<file path="src/rtl/rx_phase_ctrl.sv">
// rx_phase_ctrl: sample-enable generation and oversampling-phase sweep for the
// receiver matched filter; locks the phase select to the phase with fewest errors.
module rx_phase_ctrl #(
   parameter int  OS       = 4,
   parameter int  CLK_DIV  = 4,
   parameter int  SETTLE   = 24,
   parameter int  WINDOW   = 1024,
   parameter int  CNT_BITS = 16,
   localparam int PW       = $clog2(OS)
) (
   input  logic                clk,
   input  logic                rst,
   input  logic                i_start,
   input  logic                i_detection,
   input  logic                i_ref_bit,
   output logic                o_enable,
   output logic [PW-1:0]       o_phase,
   output logic                o_sym_strobe,
   output logic                o_busy,
   output logic                o_locked,
   output logic [CNT_BITS-1:0] o_best_err
);
   localparam int DW   = $clog2(CLK_DIV);
   localparam int SMAX = (SETTLE > WINDOW) ? SETTLE : WINDOW;
   localparam int SW   = $clog2(SMAX + 1);
   localparam logic [DW-1:0]       DIV_LAST = DW'(CLK_DIV - 1);
   localparam logic [PW-1:0]       PH_LAST  = PW'(OS - 1);
   localparam logic [SW-1:0]       SET_LAST = SW'(SETTLE - 1);
   localparam logic [SW-1:0]       WIN_LAST = SW'(WINDOW - 1);
   localparam logic [CNT_BITS-1:0] CNT_MAX  = {CNT_BITS{1'b1}};

   typedef enum logic [2:0] {
      ST_IDLE    = 3'd0,
      ST_SETTLE  = 3'd1,
      ST_MEASURE = 3'd2,
      ST_EVAL    = 3'd3,
      ST_LOCK    = 3'd4
   } state_t;

   state_t              state_r, state_s;
   logic [DW-1:0]       div_cnt_r;
   logic [PW-1:0]       samp_cnt_r;
   logic [SW-1:0]       sym_cnt_r, sym_cnt_s;
   logic [CNT_BITS-1:0] err_cnt_r, err_cnt_s;
   logic [CNT_BITS-1:0] best_err_s;
   logic [PW-1:0]       best_phase_r, best_phase_s;
   logic [PW-1:0]       phase_s;
   logic                better_s, busy_s, locked_s;

   // Free-running divider, sample counter and the enable/strobe pulses
   always_ff @(posedge clk or negedge rst) begin
      if (!rst) begin
         div_cnt_r    <= {DW{1'b0}};
         samp_cnt_r   <= {PW{1'b0}};
         o_enable     <= 1'b0;
         o_sym_strobe <= 1'b0;
      end else begin
         if (div_cnt_r == DIV_LAST) begin
            div_cnt_r <= {DW{1'b0}};
         end else begin
            div_cnt_r <= div_cnt_r + DW'(1);
         end
         if (o_enable) begin
            samp_cnt_r <= (samp_cnt_r == PH_LAST) ? {PW{1'b0}} : samp_cnt_r + PW'(1);
         end else begin
            samp_cnt_r <= samp_cnt_r;
         end
         o_enable     <= (div_cnt_r == DIV_LAST);
         o_sym_strobe <= o_enable && (samp_cnt_r == o_phase);
      end
   end

   // Sweep sequencing: next state, counters and best-phase bookkeeping
   always_comb begin
      state_s      = state_r;
      phase_s      = o_phase;
      sym_cnt_s    = sym_cnt_r;
      err_cnt_s    = err_cnt_r;
      best_err_s   = o_best_err;
      best_phase_s = best_phase_r;
      better_s     = (err_cnt_r < o_best_err);
      case (state_r)
         ST_IDLE, ST_LOCK: begin
            if (i_start) begin
               state_s      = ST_SETTLE;
               phase_s      = {PW{1'b0}};
               best_err_s   = CNT_MAX;
               best_phase_s = {PW{1'b0}};
               sym_cnt_s    = {SW{1'b0}};
            end else begin
               state_s = state_r;
            end
         end
         ST_SETTLE: begin
            if (o_sym_strobe && (sym_cnt_r == SET_LAST)) begin
               sym_cnt_s = {SW{1'b0}};
               err_cnt_s = {CNT_BITS{1'b0}};
               state_s   = ST_MEASURE;
            end else if (o_sym_strobe) begin
               sym_cnt_s = sym_cnt_r + SW'(1);
            end else begin
               sym_cnt_s = sym_cnt_r;
            end
         end
         ST_MEASURE: begin
            if (o_sym_strobe) begin
               // Error count saturates instead of wrapping
               if ((i_detection != i_ref_bit) && (err_cnt_r != CNT_MAX)) begin
                  err_cnt_s = err_cnt_r + CNT_BITS'(1);
               end else begin
                  err_cnt_s = err_cnt_r;
               end
               if (sym_cnt_r == WIN_LAST) begin
                  sym_cnt_s = {SW{1'b0}};
                  state_s   = ST_EVAL;
               end else begin
                  sym_cnt_s = sym_cnt_r + SW'(1);
               end
            end else begin
               sym_cnt_s = sym_cnt_r;
            end
         end
         ST_EVAL: begin
            // Strict less-than keeps the earlier (lower) phase on a tie
            if (better_s) begin
               best_err_s   = err_cnt_r;
               best_phase_s = o_phase;
            end else begin
               best_phase_s = best_phase_r;
            end
            if (o_phase == PH_LAST) begin
               state_s = ST_LOCK;
               phase_s = best_phase_s;
            end else begin
               state_s   = ST_SETTLE;
               phase_s   = o_phase + PW'(1);
               sym_cnt_s = {SW{1'b0}};
            end
         end
         default: begin
            state_s = ST_IDLE;
         end
      endcase
      busy_s   = (state_s == ST_SETTLE) || (state_s == ST_MEASURE) || (state_s == ST_EVAL);
      locked_s = (state_s == ST_LOCK);
   end

   // State register and registered sweep outputs
   always_ff @(posedge clk or negedge rst) begin
      if (!rst) begin
         state_r      <= ST_IDLE;
         sym_cnt_r    <= {SW{1'b0}};
         err_cnt_r    <= {CNT_BITS{1'b0}};
         best_phase_r <= {PW{1'b0}};
         o_phase      <= {PW{1'b0}};
         o_best_err   <= CNT_MAX;
         o_busy       <= 1'b0;
         o_locked     <= 1'b0;
      end else begin
         state_r      <= state_s;
         sym_cnt_r    <= sym_cnt_s;
         err_cnt_r    <= err_cnt_s;
         best_phase_r <= best_phase_s;
         o_phase      <= phase_s;
         o_best_err   <= best_err_s;
         o_busy       <= busy_s;
         o_locked     <= locked_s;
      end
   end
endmodule

</file>
<file path="config.mk">
export PLATFORM = sky130hd
export DESIGN_NAME = rx_phase_ctrl
export DESIGN_NICKNAME = d
export VERILOG_FILES = /design/src/rtl/rx_phase_ctrl.sv
export SDC_FILE = /design/constraint.sdc
export NUM_CORES = 1
export LEC_CHECK = 0
export ABC_AREA = 1
export CAP_MARGIN = 20
export CORE_ASPECT_RATIO = 1.1
export CORE_MARGIN = 2
export CORE_UTILIZATION = 40
export DETAILED_ROUTE_END_ITERATION = 8
export GPL_TIMING_DRIVEN = 0
export PLACE_DENSITY = 0.61
export SYNTH_ARGS = -nofsm -noshare
export SYNTH_HDL_FRONTEND = slang
export SYNTH_SLANG_ARGS = --single-unit
</file>
<file path="constraint.sdc">
create_clock -name clk -period 3 [get_ports clk]
set_clock_uncertainty 0.1 [all_clocks]
set_input_delay 0.6 -clock clk [delete_from_list [all_inputs] [get_ports clk]]
set_output_delay 0.6 -clock clk [all_outputs]
set_load 0.01 [all_outputs]
</file>
# After elaboration in Yosys (flattened, before gate mapping)
# Cells that the tools add are included.
totals:
  input_bits: 5
  out_inout_bits: 22
  word_cells: 82
  reg_bits: 58
op_classes:
  n_lt_le_gt_ge: 1
  reduce_logical: 14
  n_eq_ne: 23
  n_mux: 27
  addsub: 5
ops:
  columns: ["op", "count"]
  rows:
  - ["16-bit 2-to-1 mux", 5]
  - ["11-bit 2-to-1 mux", 6]
  - ["16-bit case mux with 2 select lines", 2]
  - ["11-bit case mux with 4 select lines", 1]
  - ["16-bit by 1-bit adder with 16-bit output (second input constant)", 1]
  - ["16-bit < comparator", 1]
  - ["16-bit inequality test (second input constant)", 1]
  - ["3-bit 2-to-1 mux", 5]
  - ["3-bit by 2-bit == test with 1-bit output (second input constant)", 4]
  - ["2-bit inequality test (second input constant)", 6]
  - ["3-bit case mux with 4 select lines", 1]
  - ["11-bit by 1-bit adder with 11-bit output (second input constant)", 1]
  - ["11-bit by 10-bit == test with 1-bit output (second input constant)", 1]
  - ["11-bit by 5-bit == test with 1-bit output (second input constant)", 1]
  - ["2-bit 2-to-1 mux", 5]
  - ["2-bit case mux with 2 select lines", 2]
  - ["2-bit by 1-bit adder with 2-bit output (second input constant)", 3]
  - ["2-bit == test (second input constant)", 3]
  - ["3-bit by 1-bit == test with 1-bit output (second input constant)", 2]
  - ["3-bit == test (second input constant)", 2]
  - ["5-bit AND reduction", 1]
  - ["4-bit AND reduction", 1]
  - ["2-bit nonzero test", 2]
  - ["4-bit nonzero test", 1]
  - ["other kinds (9)", 12]

# Longest topological paths before layout
depth:
  word_depth: 7
  depth_mapped: 13
  mapped_depth_nobuf: 13

# Least setup slack after synthesis
# No wires, ideal clock.
synth_timing:
  path_type: "reg-to-reg"
  from: "register o_best_err[13]"
  to: "register o_best_err[10]"
  n_path_buf: 1
  path_stages_with_launch: 12
  path_slack_ps: 927
  t_arrival_ps: 1890
  t_required_ps: 2818
  period_less_slack_ps: 2073
  setup_time_ps: 82
  cell_sequence: "dfstp_2 > inv_1 > ha_1 > nand2_1 > inv_1 > o21ai_0 > nand2_1 > nor2_1 > nand2_2 > buf_2 > nor3_1 > a21oi_1"
synth_via:
  elab_chain_cells: 3
synth_rtl:
  columns: ["element", "line_no", "rtl"]
  rows:
  - ["start, declared", "21", "output logic [CNT_BITS-1:0] o_best_err"]
  - ["start signal, assigned", "165", "o_best_err <= best_err_s;"]
  - ["16-bit < comparator", "81", "better_s = (err_cnt_r < o_best_err);"]
  - ["2-bit inequality test (no line)", null, null]
  - ["3-bit AND reduction (no line)", null, null]
# No other way between the ends.
# A chain may end at the register's enable or synchronous reset.

# Worst setup path after layout
layout_timing:
  from: "register o_best_err[9]"
  to: "register o_best_err[14]"
# Same word-level chain as after synthesis.

==> results.tsv <==
stage	metric	value	unit
grt	GRT Util Overall	17.6	%
floorplan	Placement Rows	35	
synth	Synth area leader	dfrtp_1	
worst_setup_path	crit path DAT	2.66	ns
drt	Detailed Routing Iterations Pass 1	4	
placed_design	detailed placer's ending HPWL	5.57	mm
worst_setup_path	Setup CP Type	reg2reg	
timing	post-layout min period	2.49	ns
synth	top cells by area, synth	dfrtp_1, dfstp_2, nand2_1, inv_1, ha_1	
worst_setup_path	Critical Path Sink Type	flip-flop	
timing	Slew Viols, Final	0	
floorplan	die area	9260	um^2
status	status	finished clean	
run	Max Cap Violations	0	
synth	Synth top area share	30.9	%
grt	largest net degree at the start of global routing	40	
worst_setup_path	r2r setup slk	0.51	ns
power_and_ir_drop	Pwr per Cell Area	562	nW/um^2
synth	Netlist cell types	35	
clock_tree	worst skew pair latency	0.34	ns
timing	Worst Tran Pin Value	0.536	ns
clock_tree	hold_buf cts	0	
worst_setup_path	WP data required	3.17	ns
timing	Setup TNS	0	ns
clock_tree	clock sinks	58	
synth	Seq cells post-synth	58	
synth	synthesized area	3400	um^2
synth	Primary FF master, synth	dfrtp_1	
clock_tree	Clk pin slew, worst setup/hold paths	0.07	ns
timing	period utilization	83.0	%
worst_setup_path	worst setup path end	o_best_err[14]$_DFFE_PN1P_	
layout	Filler cells	836	
worst_setup_path	r2r endpoint	o_best_err[14]$_DFFE_PN1P_	
worst_setup_path	R2R depth	10	
clock_tree	Clock Tree Root	clkbuf_8	
power_and_ir_drop	Total Power	2260	uW
drt	drt drc	0	
synth	asr flop ratio synth	100	%
drt	Routed WL	7.37	mm
floorplan	core area	8320	um^2
layout	sequential cell area	1470	um^2
grt	first-pass GRT wire length	13.0	mm
drt	WL/cell	12.8	um
timing	fmax	402	MHz
clock_tree	TritonCTS clock tree	yes	
drt	DRT antenna net count	0	
synth	Commonest cells post-synth	nand2_1, inv_1, dfrtp_1, nor2_1, a21oi_1	
synth	warnings from Yosys	0	
placed_design	IO Port Bufs	26	
worst_setup_path	Critical R2R Launch	o_best_err[9]$_DFFE_PN1P_	
layout	Layout area overhead	18.0	%
clock_tree	Post-CTS Repair Setup Buffers	0	
clock_tree	clock buffer depth	2	
synth	Gate Count Post-Synth	424	
clock_tree	Gates resized, CTS repair	0	
layout	Core Util, Final	48.2	%
synth	Post-synth EDFFs	0	
drt	Detailed Route Iter0 Violations	96	
layout	layout net count	487	
layout	share of cells above drive strength 1	12.0	%
drt	via count	2874	
floorplan	starting density of the core	40.9	%
drt	via/cell ratio	4.97	
worst_setup_path	worst setup path start	o_best_err[9]$_DFFE_PN1P_	
floorplan	Die W	91.9	um
floorplan	Die H	101	um
placed_design	GPL Wtd Cong	0.894	
grt	initial antenna violation count	0	
timing	Max-slew headroom	64.3	%
clock_tree	cts bufs inserted	9	
timing	final setup margin	0.511	ns
synth	part of the Yosys area used for sequential elements	43.3	%
power_and_ir_drop	Lkg Pwr	0.00196	uW
timing	RSZ-0062 raised after global routing	no	
synth	most common cell in the netlist	nand2_1	
synth	Synth Area per Inst	8.02	um^2
hold_path	Hold Path Class	in2async	
clock_tree	H-tree depth	3	
synth	Synthesized Nets	449	
placed_design	dpl ws	0.519	ns
layout	footprint of the multi-input gates	1620	um^2
power_and_ir_drop	Peak supply drop	412	uV
timing	# setup viols final	0	
worst_setup_path	CP Max Fanout	10	
floorplan	IO Count	27	
worst_setup_path	startpoint types	flip-flop	
grt	vias in the first global route	2898	
layout	ant diodes	0	
layout	Final Cell Area	4010	um^2
grt	total gr overflow	0	
placed_design	DP Area	3810	um^2
timing	final hold violations	0	
==> state kept, by name, summed over array words and instances (netlist names) <==
signal and cells:
o_locked 1, o_enable 1, o_phase 2, div_cnt_r 2
o_busy 1, samp_cnt_r 2, err_cnt_r 16, o_sym_strobe 1
best_phase_r 2, o_best_err 16, state_r 3, sym_cnt_r 11
==> worst max-delay path, cell delays in order (launching register included) <==
cell and delay [ns]:
dfstp_2 0.53, inv_1 0.05, ha_1 0.32, nand2_1 0.07, inv_1 0.03, o21ai_0 0.14, a21oi_1 0.08, nor2_1 0.39
a31oi_2 0.29, buf_4 0.25, a21oi_1 0.15
==> final cells by class <==
class / instances / share of cell area, %
Tap cell: 111 / 3.46
Multi-Input combinational cell: 289 / 40.4
Sequential cell: 58 / 36.7
Clock inverter: 3 / 0.998
Clock buffer: 13 / 3.96
Inverter: 70 / 6.67
Buffer: 7 / 0.998
Timing Repair Buffer: 27 / 6.86
==> kinds of logic after synthesis <==
family / count (synthesis) / synth area share, %
fa+ha+maj: 20 / 7.36
buf+inv: 77 / 9.05
simple gates: 187 / 25.2
compound gates: 65 / 10.6
flops: 58 / 43.3
xor+xnor: 16 / 4.12
mux: 1 / 0.331
==> how the worst min path moves through the flow <==
stage                                   to              startpoint  slack, ns  cells after the start
2_1_floorplan  best_phase_r[0]$_DFFE_PN0P_                     rst       0.20                      0
3_3_place_gp        div_cnt_r[0]$_DFF_PN0_  div_cnt_r[0]$_DFF_PN0_       0.31                      1
3_5_place_dp        div_cnt_r[0]$_DFF_PN0_  div_cnt_r[0]$_DFF_PN0_       0.32                      1
4_1_cts                 o_locked$_DFF_PN0_                     rst       0.12                      1
5_1_grt        best_phase_r[0]$_DFFE_PN0P_                     rst       0.14                      1
6_report                o_locked$_DFF_PN0_                     rst       0.12                      1
==> per-layer routing <==
metal  global-route usage, %  part of all wire, %  vias to the layer above
met5                       0                    0                        -
met4                    7.23                  1.4                        0
met3                    3.44                  3.1                        7
met2                    30.7                   50                       44
met1                    21.4                   45                     1362
li1                        -                    -                     1461
==> placed cells by master, fill, tap and decap left out, types with 3 or more instances in the layout <==
master / netlist / layout
a21oi_1: 29 / 29
clkbuf_8: 0 / 11
nor2_1: 42 / 42
o21ai_0: 15 / 15
buf_2: 2 / 3
ha_1: 20 / 20
clkbuf_1: 2 / 4
nand2_1: 74 / 74
nor2_4: 3 / 3
clkdlybuf4s50_1: 0 / 25
o21ai_1: 11 / 11
xor2_1: 16 / 16
dfstp_2: 16 / 16
dfrtp_1: 42 / 42
nor3_1: 23 / 23
nand4_1: 7 / 7
o21ai_2: 3 / 3
nand3_1: 26 / 26
inv_1: 68 / 68
==> where the power goes <==
group | internal [uW] | switching, uW | leakage [uW]
sequential | 887 | 84.6 | 0.000726
combinational | 203 | 341 | 0.00113
clock | 427 | 314 | 0.000103
total | 1520 | 740 | 0.00196
==> per-stage QoR <==
stage / hold WS, ns / cells
finish: 0.115 / 578
global route: 0.141 / 578
CTS: 0.121 / 578
detailed placement: 0.325 / 562
global placement: 0.314 / 561
floorplan: 0.204 / 424
(Power assumes the default switching activity.)
